==> src/rtl/adder_nbit_top.sv <==
// ---------------------------------------------------------------------------
// adder_nbit_top
//   Registered N-bit unsigned adder with a seven-segment hex readout of the
//   low nibble of the sum. One cycle of latency; outputs come straight from
//   flops, so there is no combinational path from any input to any output.
//
// Parameters
//   N        operand width in bits (1..16)
//
// Ports
//   i_clk    clock, rising edge
//   i_rst    synchronous active-high reset
//   i_a      unsigned operand A, N bits
//   i_b      unsigned operand B, N bits
//   o_sum    registered sum, N+1 bits (MSB is carry out)
//   o_HEX    registered segment pattern of o_sum[3:0], bit0=a .. bit6=g
//
// Configuration
//   ADDER_HEX_ACTIVE_LOW_EN  when defined, o_HEX (including its reset value)
//                            is driven active-low (0 = segment lit).
//                            o_sum is unaffected.
// ---------------------------------------------------------------------------
module adder_nbit_top #(
  parameter int N = 3
) (
  input  logic         i_clk,
  input  logic         i_rst,
  input  logic [N-1:0] i_a,
  input  logic [N-1:0] i_b,
  output logic [N:0]   o_sum,
  output logic [6:0]   o_HEX
);

`ifdef ADDER_HEX_ACTIVE_LOW_EN
  localparam logic [6:0] HEX_POL_MASK = 7'h7F;
`else
  localparam logic [6:0] HEX_POL_MASK = 7'h00;
`endif

  // Active-high segment patterns, g..a
  function automatic logic [6:0] seg7_decode(input logic [3:0] digit);
    logic [6:0] seg;
    case (digit)
      4'h0: seg = 7'h3F;
      4'h1: seg = 7'h06;
      4'h2: seg = 7'h5B;
      4'h3: seg = 7'h4F;
      4'h4: seg = 7'h66;
      4'h5: seg = 7'h6D;
      4'h6: seg = 7'h7D;
      4'h7: seg = 7'h07;
      4'h8: seg = 7'h7F;
      4'h9: seg = 7'h6F;
      4'hA: seg = 7'h77;
      4'hB: seg = 7'h7C;
      4'hC: seg = 7'h39;
      4'hD: seg = 7'h5E;
      4'hE: seg = 7'h79;
      default: seg = 7'h71;
    endcase
    return seg;
  endfunction

  // Polarity is applied in one place so every pattern, reset included,
  // follows the same convention.
  function automatic logic [6:0] seg7_drive(input logic [3:0] digit);
    return seg7_decode(digit) ^ HEX_POL_MASK;
  endfunction

  localparam logic [6:0] HEX_RESET = 7'h3F ^ HEX_POL_MASK;

  // ---- stage p0: combinational add and nibble select ----
  logic [N:0] sum_p0;
  logic [3:0] nib_p0;

  // Both operands are widened before adding so the carry is kept.
  assign sum_p0 = {1'b0, i_a} + {1'b0, i_b};

  // Narrow sums are zero-extended to a full nibble; wide sums only show
  // their low four bits on the display.
  if (N >= 3) begin : g_nib_wide
    assign nib_p0 = sum_p0[3:0];
  end else begin : g_nib_narrow
    assign nib_p0 = {{(3-N){1'b0}}, sum_p0};
  end

  // ---- stage p1: output registers ----
  logic [N:0] sum_p1;
  logic [6:0] hex_p1;

  always_ff @(posedge i_clk) begin
    if (i_rst) begin
      sum_p1 <= '0;
      hex_p1 <= HEX_RESET;
    end else begin
      sum_p1 <= sum_p0;
      hex_p1 <= seg7_drive(nib_p0);
    end
  end

  assign o_sum = sum_p1;
  assign o_HEX = hex_p1;

endmodule

==> config.mk <==
export PLATFORM = sky130hd
export DESIGN_NAME = adder_nbit_top
export DESIGN_NICKNAME = d
export VERILOG_FILES = /design/src/rtl/adder_nbit_top.sv
export SDC_FILE = /design/constraint.sdc
export NUM_CORES = 1
export LEC_CHECK = 0
export ABC_CLOCK_PERIOD_IN_PS = 2200
export CAP_MARGIN = 5
export CORE_MARGIN = 4
export CORE_UTILIZATION = 48
export CTS_BUF_LIST = sky130_fd_sc_hd__clkbuf_4
export DETAILED_ROUTE_END_ITERATION = 7
export GPL_TIMING_DRIVEN = 0
export PLACE_DENSITY = 0.84
export SLEW_MARGIN = 10
export SYNTH_ARGS = -nofsm -noshare
export SYNTH_HDL_FRONTEND = slang
export SYNTH_SLANG_ARGS = --single-unit
==> constraint.sdc <==
create_clock -name i_clk -period 2.2 [get_ports i_clk]
set_input_delay 0.33 -clock i_clk [delete_from_list [all_inputs] [get_ports i_clk]]
set_output_delay 0.33 -clock i_clk [all_outputs]
set_load 0.03 [all_outputs]
==> impl_metrics.csv <==
group,metric,value,unit
synth,synth_cell_types,24,
timing,min_period,2.15,ns
die,die_w,45.1,µm
synth,ys_seq_area_share,33.3,%
detailed_routing,drc,0,
placed_design,globalplace.congestion,0.802,
critical_path,worstPathArrival,2.30,ns
synth,synth_enable_flop_cells,0,
pwr,power_frac_comb,44.9,%
critical_path,critPathCaptureType,"flop",
clocking,cts_max_level,1,
synth,synthFlopType,"dfxtp_1",
global_routing,overflow,0,
timing,slew-limit-headroom,62.4,%
timing,slew_violations,0,
detailed_routing,drtIter0Drc,8,
placed_design,dpl.cell_count,95,
timing,setup_viol,0,
global_routing,antenna_found_initial,0,
synth,synth.area.top_cells,"dfxtp_1 33%, ha_1 19%, a21oi_1 4.5%, mux2i_1 4.5%, a2111oi_0 4.0%",
clocking,clk_pin_slew_worst_paths,0.07,ns
layout,drive_gt1_share,27.9,%
clocking,clock_path_buffers,2,
synth,yosysMostFrequentCell,"dfxtp_1",
synth,yosys.area.top_type_share,33.3,%
placed_design,placed_area,860,µm²
critical_path,cp_max_fo,4,
clocking,cts_hold_buf,0,
die,boundaryPins,19,
pwr,swShare,36.1,%
layout,ff_latch_area,220,µm²
global_routing,grt_start_max_net_pins,11,
layout,multi_input_area,502,µm²
pwr,p_int,0.440,mW
hold_path,hp-class,"in -> reg",
critical_path,cp_cell_sequence,"clkdlybuf4s50_1 > ha_2 > fa_2 > inv_4 > ha_2 > nand2b_4 > a2111oi_4 > nor4_2",
timing,tns,0,ns
clocking,cts_root_buffer,"clkbuf_4",
run_status,outcome,"finished, final reports clean",
layout,nFillCells,97,
global_routing,grtUsageTotal,17.4,%
timing,rsz0062_at_grt,"yes",
pwr,p_leak,0.388,nW
layout,nets,106,
critical_path,max_stage_delay,0.49,ns
detailed_routing,drtPass1Iterations,4,
layout,syn2layout_area_growth,50.0,%
placed_design,hpwl,1170,µm
synth,synthCells,62,
run,drv_cap,0,
critical_path,cp_num_buf_inv,2,
die,die_h,45.1,µm
global_routing,grt_pass1_vias,582,
die,initial_core_util,50.8,%
layout,fin_area,991,µm²
clocking,cts_tree,"done",
critical_path,critPathMostFrequentCell,"ha_2",
critical_path,critPathLaunchType,"input port",
pwr,sequentialPowerShare,33.6,%
detailed_routing,ant_nets,0,
global_routing,grt_pass1_wl,2500,µm
pwr,power,0.688,mW
critical_path,cp_slowest_cell,"fa_2",
layout,antenna_cells,0,
detailed_routing,routed_wl,1590,µm
pwr,vdd_drop_max,0.000408,V
die,row_count,13,
synth,synth_async_sr_flop_share,0,%
synth,synthTopCellsByCount,"11 x dfxtp_1, 10 x ha_1, 6 x a21oi_1",
pwr,p_clk_share,21.6,%
detailed_routing,wire_per_inst,15.8,µm
timing,hold_viol,0,
die,die_area,2030,µm²
synth,yosys_warnings,0,
layout,fin_cells,101,
timing,finalCritPeriodShare,97.8,%
die,core,1300,µm²
clocking,cts_made_buffers,3,
detailed_routing,route.vias.total,600,
synth,ys_ff_latch,11,
critical_path,worstPathRequired,2.34,ns
timing,tightest_slew,0.561,ns
pwr,p_per_area,695,nW/µm²
timing,fmax,0.465,GHz
critical_path,critPathTopFamily,"adder cells",
hold_path,hold_start,"i_rst",
critical_path,crit_start,"i_a[0]",
synth,syn_avg_cell_area,10.7,µm²
detailed_routing,viasPerCell,5.94,
pwr,p_sw,0.249,mW
synth,yosys.area.top_type,"dfxtp_1",
clocking,clock_sinks,11,
synth,syn-num-nets,81,
critical_path,crit_type,"in -> reg",
synth,synth.cell_area,661,µm²
placed_design,portBuffers,18,
-- layer usage --
metal,routed length [µm],global-route usage (%)
met5,0,0
met3,118,3.59
met2,790,30.2
met1,631,19.1
met4,55,10.5
-- placed cells by master (no fill, tap or decap) --
cell and n:
mux2_2 2, inv_4 1, nand3_1 1, buf_4 3
inv_1 2, a22oi_1 2, a2111oi_2 1, nand2b_1 1
a2111oi_4 2, a21o_1 2, xor2_4 1, a211oi_1 2
clkbuf_1 1, a21oi_1 6, a21oi_2 1, nand2b_4 1
nor4_2 1, nor3_1 1, clkdlybuf4s50_1 18, xnor2_2 1
clkbuf_4 4, mux2i_1 3, ha_1 7, nor2_1 3
a211o_1 1, nand4_1 1, fa_2 1, a211oi_2 1
ha_2 3, dfxtp_1 11, a221oi_2 1
-- registers in the layout, indices dropped and copies added, names as in the netlist --
register / cells
o_HEX: 7
o_sum: 4
-- logic make-up after synthesis --
group	synth area share [%]
AO/OA/AOI/OAI	21.4
adder cells (fa/ha/maj)	22.0
flip-flops	33.3
AND/OR/NAND/NOR	7.01
buffers and inverters	3.41
multiplexers	7.95
XOR/XNOR	4.93
-- worst paths after layout --
path | cells past startpoint | to | slack, ns
hold / removal | 3 | o_sum[1] | 0.88
setup / recovery | 8 | o_HEX[0] | 0.05
-- power by group through the flow --
stage	logic [mW]	registers [mW]	clock network, mW
finish	0.309	0.231	0.148
global route	0.329	0.233	0.158
CTS	0.285	0.232	0.149
detailed placement	0.265	0.237	0
global placement	0.257	0.234	0
floorplan	0.121	0.287	0
-- timing repair --
action | 4_1_cts | 5_1_grt
gates resized for setup | 8 | 10
setup endpoints to repair | 4 | 3
pin swaps | 2 | 1
setup buffers | 2 | 0
-- metrics by stage --
stage	util, %	hold slack [ns]	setup WS (ns)
floorplan	-	0.626	0.186
global placement	66.1	1.13	-0.397
detailed placement	66.1	1.15	-0.520
CTS	71.3	0.871	0.0159
global route	76.2	0.927	-0.0286
finish	76.2	0.879	0.0481
-- cell type report --
class	count	area share, %
multi-input combinational	46	50.6
sequential	11	22.2
timing repair buffer	20	19.7
clock buffer	4	3.03
tap	15	1.89
inverter	3	1.39
buffer	2	1.14
No activity file was read; power rests on OpenSTA's default activity.
